File: src/rtl/hilo_md_unit.sv
// Multi-cycle HI/LO multiply/divide unit: signed/unsigned multiply, multiply-accumulate and
// restoring divide, with start/busy/ready handshake, annul and divide-by-zero flag.
module hilo_md_unit #(
  parameter int unsigned WIDTH    = 32,
  parameter int unsigned MUL_PIPE = 2
) (
  input  logic             clk,
  input  logic             resetn,
  input  logic             start_i,
  input  logic [2:0]       op_i,
  input  logic [WIDTH-1:0] src_a_i,
  input  logic [WIDTH-1:0] src_b_i,
  input  logic [WIDTH-1:0] hi_i,
  input  logic [WIDTH-1:0] lo_i,
  input  logic             annul_i,
  output logic             busy_o,
  output logic             ready_o,
  output logic [WIDTH-1:0] hi_o,
  output logic [WIDTH-1:0] lo_o,
  output logic             div_by_zero_o
);

  localparam int unsigned CntW = $clog2(WIDTH + MUL_PIPE + 1);

  typedef enum logic [2:0] {StIdle, StMul, StDiv, StFix, StDone} state_e;

  state_e            state_q, state_d;
  logic [CntW-1:0]   cnt_q, cnt_d;
  logic [2:0]        op_q, op_d;
  logic [WIDTH-1:0]  a_q, a_d, b_q, b_d;
  logic [WIDTH-1:0]  acc_hi_q, acc_hi_d, acc_lo_q, acc_lo_d;
  logic [WIDTH-1:0]  quo_q, quo_d, rem_q, rem_d;
  logic [WIDTH-1:0]  hi_q, hi_d, lo_q, lo_d;
  logic              dbz_q, dbz_d;

  // Multiply: sign-extend to 2*WIDTH so one unsigned multiply serves both signednesses.
  logic              mul_signed;
  logic [2*WIDTH-1:0] mul_a, mul_b, product, acc_in, mul_result;

  assign mul_signed = ~op_q[0];
  assign mul_a      = {{WIDTH{mul_signed & a_q[WIDTH-1]}}, a_q};
  assign mul_b      = {{WIDTH{mul_signed & b_q[WIDTH-1]}}, b_q};
  assign product    = mul_a * mul_b;
  assign acc_in     = {acc_hi_q, acc_lo_q};

  always_comb begin
    mul_result = product;
    if (op_q[2]) begin
      mul_result = op_q[1] ? (acc_in - product) : (acc_in + product);
    end
  end

  // Divide: quo_q starts as the dividend magnitude and is shifted out MSB-first while
  // quotient bits shift in from the bottom.
  logic             a_neg, b_neg, in_a_neg;
  logic [WIDTH-1:0] b_mag, a_mag_in, q_fix, r_fix;
  logic [WIDTH:0]   shifted, trial;
  logic             borrow;

  assign a_neg    = ~op_q[0] & a_q[WIDTH-1];
  assign b_neg    = ~op_q[0] & b_q[WIDTH-1];
  assign b_mag    = b_neg ? (WIDTH'(0) - b_q) : b_q;
  assign in_a_neg = ~op_i[0] & src_a_i[WIDTH-1];
  assign a_mag_in = in_a_neg ? (WIDTH'(0) - src_a_i) : src_a_i;
  assign shifted  = {rem_q, quo_q[WIDTH-1]};
  assign trial    = shifted - {1'b0, b_mag};
  assign borrow   = trial[WIDTH];
  assign q_fix    = (a_neg ^ b_neg) ? (WIDTH'(0) - quo_q) : quo_q;
  assign r_fix    = a_neg ? (WIDTH'(0) - rem_q) : rem_q;

  always_comb begin
    state_d  = state_q;
    cnt_d    = cnt_q;
    op_d     = op_q;
    a_d      = a_q;
    b_d      = b_q;
    acc_hi_d = acc_hi_q;
    acc_lo_d = acc_lo_q;
    quo_d    = quo_q;
    rem_d    = rem_q;
    hi_d     = hi_q;
    lo_d     = lo_q;
    dbz_d    = dbz_q;

    unique case (state_q)
      StIdle: begin
        if (start_i && !annul_i) begin
          op_d     = op_i;
          a_d      = src_a_i;
          b_d      = src_b_i;
          acc_hi_d = hi_i;
          acc_lo_d = lo_i;
          quo_d    = a_mag_in;
          rem_d    = '0;
          cnt_d    = '0;
          dbz_d    = 1'b0;
          if (op_i[2:1] == 2'b01) begin
            if (src_b_i == '0) begin
              state_d = StDone;
              hi_d    = src_a_i;
              lo_d    = '1;
              dbz_d   = 1'b1;
            end else begin
              state_d = StDiv;
            end
          end else begin
            state_d = StMul;
          end
        end
      end
      StMul: begin
        if (annul_i) begin
          state_d = StIdle;
        end else if (cnt_q == CntW'(MUL_PIPE - 1)) begin
          state_d = StDone;
          cnt_d   = '0;
          hi_d    = mul_result[2*WIDTH-1:WIDTH];
          lo_d    = mul_result[WIDTH-1:0];
        end else begin
          cnt_d = cnt_q + CntW'(1);
        end
      end
      StDiv: begin
        if (annul_i) begin
          state_d = StIdle;
        end else begin
          rem_d = borrow ? shifted[WIDTH-1:0] : trial[WIDTH-1:0];
          quo_d = {quo_q[WIDTH-2:0], ~borrow};
          if (cnt_q == CntW'(WIDTH - 1)) begin
            state_d = StFix;
            cnt_d   = '0;
          end else begin
            cnt_d = cnt_q + CntW'(1);
          end
        end
      end
      StFix: begin
        if (annul_i) begin
          state_d = StIdle;
        end else begin
          state_d = StDone;
          hi_d    = r_fix;
          lo_d    = q_fix;
        end
      end
      StDone:  state_d = StIdle;
      default: state_d = StIdle;
    endcase
  end

  always_ff @(posedge clk) begin
    if (!resetn) begin
      state_q  <= StIdle;
      cnt_q    <= '0;
      op_q     <= '0;
      a_q      <= '0;
      b_q      <= '0;
      acc_hi_q <= '0;
      acc_lo_q <= '0;
      quo_q    <= '0;
      rem_q    <= '0;
      hi_q     <= '0;
      lo_q     <= '0;
      dbz_q    <= 1'b0;
    end else begin
      state_q  <= state_d;
      cnt_q    <= cnt_d;
      op_q     <= op_d;
      a_q      <= a_d;
      b_q      <= b_d;
      acc_hi_q <= acc_hi_d;
      acc_lo_q <= acc_lo_d;
      quo_q    <= quo_d;
      rem_q    <= rem_d;
      hi_q     <= hi_d;
      lo_q     <= lo_d;
      dbz_q    <= dbz_d;
    end
  end

  assign busy_o        = (state_q == StMul) || (state_q == StDiv) || (state_q == StFix);
  assign ready_o       = (state_q == StDone);
  assign hi_o          = hi_q;
  assign lo_o          = lo_q;
  assign div_by_zero_o = dbz_q;

endmodule

File: config.mk
export PLATFORM = sky130hd
export DESIGN_NAME = hilo_md_unit
export DESIGN_NICKNAME = d
export VERILOG_FILES = /design/src/rtl/hilo_md_unit.sv
export SDC_FILE = /design/constraint.sdc
export NUM_CORES = 2
export LEC_CHECK = 0
export CAP_MARGIN = 10
export CORE_UTILIZATION = 45
export CTS_CLUSTER_DIAMETER = 40
export DETAILED_ROUTE_END_ITERATION = 10
export PLACE_DENSITY = 0.64
export SYNTH_ARGS = -nofsm -noshare
export SYNTH_HDL_FRONTEND = slang
export SYNTH_SLANG_ARGS = --single-unit
File: constraint.sdc
create_clock -name clk -period 11.6 [get_ports clk]
set_clock_uncertainty 0.05 [all_clocks]
set_input_delay 1.16 -clock clk [delete_from_list [all_inputs] [get_ports clk]]
set_output_delay 1.16 -clock clk [all_outputs]
set_load 0.01 [all_outputs]
Word level (Yosys, flattened, before mapping)
Cells that the tools add are included.
- register bits: 269
- bits in latches: 0
- bits in writable memories: 0
- bits in read-only memories: 0
- bits of input ports: 135
- output and inout port bits: 67
- word-level logic and storage cells: 102
- memories kept: 0
- add/sub/neg operators: 8
- multipliers: 1
- div/mod/pow operators: 0
- magnitude comparators: 0
- equal/unequal tests: 16
- shift-type cells: 0
- muxes and demuxes: 44
- bitwise operators: 7
- reduce and logical (&&, ||, !) cells: 14
- operators with widths (cell ; count):
    $mux W32 ; 21
    $pmux W32 S3 ; 2
    $mux W64 ; 2
    $pmux W32 S2 ; 2
    $sub A1 B32 Y32 const A ; 4
    $add A64 B64 Y64 ; 1
    $mul A33 B33 Y64 ; 1
    $sub A64 B64 Y64 ; 1
    $sub A33 B32 Y33 ; 1
    $logic_not A32 Y1 ; 1
    $mux W6 ; 5
    $mux W3 ; 8
    $pmux W6 S3 ; 1
    $ne A2 B2 Y1 const B ; 7
    $pmux W3 S4 ; 1
    $reduce_and A7 Y1 ; 1
    $add A6 B1 Y6 const B ; 1
    $eq A3 B2 Y1 const B ; 2
    $eq A6 B1 Y1 const B ; 1
    $eq A6 B5 Y1 const B ; 1
    $ne A3 B3 Y1 const B ; 2
    $reduce_and A3 Y1 ; 2
    $reduce_bool A3 Y1 ; 2
    $reduce_and A4 Y1 ; 1
    other kinds (13) ; 19

Logic depth before layout (Yosys ltp)
- depth after elaboration: 9
- mapped depth: 51
- gate-level depth less buffers: 48

Worst setup path before layout
Ideal clock, no wire load.
- path kind: register -> register
- from: reg a_q[31]
- to: reg hi_q[31] (netlist: hi_o[31])
- library setup time: 0.070 ns
- data arrival time: 11.397 ns
- data required time: 11.480 ns
- slack: 0.083 ns
- stages on the path, launching flop included: 49
- path buffers: 5
- period minus slack after synthesis: 11.517 ns
- cells stage by stage: dfxtp_1 -> clkbuf_1 -> nor2b_1 -> clkbuf_1 -> clkbuf_1 -> clkbuf_1 -> nand2_1 -> inv_1 -> fa_1 -> fa_1 -> fa_1 -> inv_1 -> fa_1 -> inv_1 -> fa_1 -> fa_1 -> inv_1 -> fa_1 -> [13 not listed] -> nor3_1 -> a31oi_1 -> xor2_1 -> ha_1 -> a21o_1 -> a21o_1 -> a21o_1 -> a21oi_1 -> o21bai_1 -> a21oi_1 -> nor2b_1 -> o21a_1 -> a211oi_1 -> nor4b_1 -> o41ai_2 -> xnor2_1 -> nand2_1 -> a21oi_1
- cells in the longest elaborated chain, start to end: 8
- elaborated cells between the ends (all ways): 11
- those cells by class: add/sub (2); mul (1); mux (7); bitwise (1)
- ends and longest elaborated chain (item ; RTL line ; source):
    from (decl) ; 30 ; logic [WIDTH-1:0] a_q, a_d, b_q, b_d;
    from (signal assigned) ; 156 ; a_q <= '0;
    from (signal assigned) ; 169 ; a_q <= a_d;
    $and A1 B1 Y1 ; 41, 60 ;
    $mul A33 B33 Y64 ; 43 ; assign product = mul_a * mul_b;
    $add A64 B64 Y64 / $sub A64 B64 Y64 (equally long branches) ; 49 ; mul_result = op_q[1] ? (acc_in - product) : (acc_in + product);
    $mux W64 ; 49 ;
    $mux W64 ; 48 ; if (op_q[2]) begin
    $mux W32 ; 114 ; end else if (cnt_q == CntW'(MUL_PIPE - 1)) begin
    $mux W32 ; 112 ; if (annul_i) begin
    $pmux W32 S3 * ; 85 ; unique case (state_q)
    to (signal assigned) ; 175 ; hi_q <= hi_d;
    to (decl) ; 33 ; logic [WIDTH-1:0] hi_q, hi_d, lo_q, lo_d;
Every way passes the cells marked *; elsewhere a longest branch is shown, timed or not. The select of a mux whose other input is x is not followed.
A chain may end at the register's enable or synchronous reset.

Worst setup path after layout
Same ends and word-level chain as after synthesis.

==> impl_metrics.yaml <==
run_status:
  status: "finished, final reports clean"
grt:
  first_global_vias: 52100
  grt_pass1_wl_mm: 300
  grt_antenna_before_repair: 9
  grt_use_total_pct: 29.3
  grt_overflow_total: 0
  grt_max_degree: 138
setup_path:
  crit_buf_inv: 9
  slowest_stage: "fa_1"
  required_ns: 12.10
  max_stage_delay_ns: 0.61
  critical_path_class: "reg -> reg"
  critical_path.endpoint_type: "flip-flop"
  cpLargestDelayFamily: "adder cells"
  crit_path_max_fanout: 6
  arrival_ns: 11.90
  cp-start-kind: "flip-flop"
  crit_path_frequent_cell: "fa_1"
sta:
  slew_headroom_pct: 20.5
  hold_slack_ns: 0.410
  setup_violations: 0
  fin_crit_sh_pct: 98.2
  hold_violations: 0
  report.final.slew_viol_count: 0
  layout_min_cycle_time_ns: 11.39
  fin_setup_tns_ns: 0
  rsz0062_at_grt: "true"
  max_freq_ghz: 0.0878
  worst_slew_pin_slew_ns: 1.19
logic_synthesis:
  ys_seq_elements: 269
  async_reset_ff_share_pct: 0
  yosysWarningCount: 0
  seq_area_frac_synth_pct: 9.14
  syn_inst: 7110
  synth_xor_area_share_pct: 4.83
  muxShareOfSynthArea_pct: 0.756
  synth_compound_area_share_pct: 12.2
  synth_cell_types: 93
  synth_top_family_by_area: "adder cells"
  syn_area_mm2: 0.0589
  syn_nets: 8686
  avgSynthCellArea_um2: 8.28
  ys.flop_type: "dfxtp_1"
  synthAdderAreaFrac_pct: 45.0
  synth_edf_count: 0
  synth-simple-area-share_pct: 17.9
layout:
  drive_above_1_share_pct: 10.5
  design_area_mm2: 0.0687
  post-route-util_pct: 53.0
  fin_cells: 9227
  multi_input_area_mm2: 0.0481
  regArea_mm2: 0.00546
  finalNetCount: 9004
  area_growth_pct: 16.7
  final_cell_mix: "1154 x nand2_1, 1153 x inv_1, 1123 x fa_1"
  nFillCells: 12100
  final_common_cell: "nand2_1"
place:
  placedInstanceArea_mm2: 0.0654
  io_buffer_count: 201
  dpl.hpwl_mm: 158
  place_inst: 9070
  gp_routability_congestion: 0.971
power:
  pwr-share-seq_pct: 15.5
  p_per_area_mw_per_mm2: 102
  cellLeakagePower_nw: 31.0
  combPwrFrac_pct: 57.0
  p_clk_share_pct: 27.6
  vdd_drop_max_v: 0.000171
  netSwitchingFraction_pct: 44.1
  switching_power_mw: 3.09
  p_int_mw: 3.93
die:
  start_util_pct: 45.4
  die_w_um: 364
  num_rows: 132
  core_area_mm2: 0.130
  io_pins: 202
  die_height_um: 364
  design.die.area_mm2: 0.132
routing:
  ant_nets: 0
  drcViolationCount: 0
  wl_per_cell_um: 20.9
  vias: 51000
  viasPerCell: 5.53
  drtPass1Iterations: 6
  totalWireLength_mm: 193
  drtIter0Drc: 4056
clock_network:
  insertion_delay_ns: 0.63
  cts_buffers: 66
  cts-htree-levels: 3
  cts_tree: "done"
  clock_sinks: 269
  clk_pin_slew_worst_paths_ns: 0.05
  cts_hold_buffers: 0
  clockBufferDepth: 3
  clockRootBuffer: "clkbuf_16"
flow_run:
  max-cap-violations: 0
hold_path:
  min_path_type: "reg -> reg"
-- registers in the layout, indices dropped and copies added, names as in the netlist --
signal / flops
acc_lo_q: 32
a_q: 32
quo_q: 32
rem_q: 32
lo_o: 32
b_q: 32
div_by_zero_o: 1
cnt_q: 6
state_q: 3
acc_hi_q: 32
op_q: 3
hi_o: 32
-- timing repair --
item / CTS / global route
endpoints found under the hold margin: 0 / 0
resized for setup: 14 / 167
cloned: 0 / 4
pin swaps: 1 / 62
endpoints found under the setup margin: 3 / 21
buffers inserted: 1 / 26
-- worst paths after layout --
| check | startpoint | to | slack, ns | depth (start not counted) |
|---|---|---|---|---|
| max | a_q[31] | hi_o[31] | 0.21 | 47 |
| min | acc_lo_q[0] | acc_lo_q[0] | 0.41 | 2 |
| max reg2reg | a_q[31] | hi_o[31] | 0.21 | 47 |
| min reg2reg | acc_lo_q[0] | acc_lo_q[0] | 0.41 | 2 |
-- layer usage --
| metal | up-vias | track usage, % | wire (µm) |
|---|---|---|---|
| li1 | 22900 | - | - |
| met3 | 439 | 3.75 | 12200 |
| met5 | - | 0 | 13 |
| met2 | 1760 | 50.1 | 94600 |
| met4 | 2 | 12.7 | 9740 |
| met1 | 25800 | 37.1 | 76000 |
-- synth_stat cells, types with 35 or more instances --
master / number / share of area, %
a221oi_1: 35 / 0.52
nand2b_1: 50 / 0.53
fa_1: 1127 / 38
mux2i_1: 40 / 0.68
nor2_1: 343 / 2.2
a211oi_1: 67 / 0.85
inv_1: 1156 / 7.4
xnor2_1: 206 / 3.1
o21ai_0: 204 / 1.7
nand2_1: 1159 / 7.4
nand3_1: 56 / 0.48
nor4_1: 41 / 0.44
nand4_1: 36 / 0.38
and2_1: 395 / 4.2
dfxtp_1: 269 / 9.1
a21oi_1: 455 / 3.9
xor2_1: 119 / 1.8
clkbuf_1: 379 / 2.4
a21o_1: 90 / 1.1
ha_1: 314 / 6.7
a31oi_1: 48 / 0.51
nor2b_1: 35 / 0.37
buf_1: 45 / 0.29
nor3_1: 59 / 0.50
-- power by group through the flow --
stage / Sequential, mW / Clock [mW] / Combinational (mW)
6_report: 1.08 / 1.93 / 4.00
5_1_grt: 1.09 / 2.00 / 4.32
4_1_cts: 1.08 / 1.95 / 3.85
3_5_place_dp: 1.10 / 0 / 3.82
3_3_place_gp: 1.10 / 0 / 3.79
2_1_floorplan: 1.06 / 0 / 2.37
-- cell type report --
cell class | instances | share of cell area, %
Inverter | 1157 | 6.33
Clock buffer | 84 | 2.67
Timing Repair Buffer | 688 | 9.18
Antenna cell | 6 | 0.0218
Tap cell | 1742 | 3.17
Multi-Input combinational cell | 5246 | 70.0
Clock inverter | 35 | 0.646
Sequential cell | 269 | 7.95
-- tightest hold or removal path: stages (launching register included) --
cell and delay, ns:
dfxtp_1 0.31, nand2_1 0.05, a21oi_1 0.05
-- stage by stage --
| stage | worst slack [ns] | total power, mW |
|---|---|---|
| 2_1_floorplan | 0.0835 | 3.43 |
| 3_3_place_gp | -0.162 | 4.89 |
| 3_5_place_dp | -0.291 | 4.91 |
| 4_1_cts | 0.00176 | 6.88 |
| 5_1_grt | -0.266 | 7.41 |
| 6_report | 0.206 | 7.02 |
-- cells by family (layout without fill, tap and decap cells) --
kind of cell	Yosys count	in the layout
and+or+nand+nor	2290	2290
buffers and inverters	1595	1964
adders and majority gates	1441	1441
AOI/OAI and AO/OA	1146	1146
xor gates and xnor gates	325	325
DFF	269	269
muxes	44	44
other	0	6
Power figures use the tool's default switching activity.
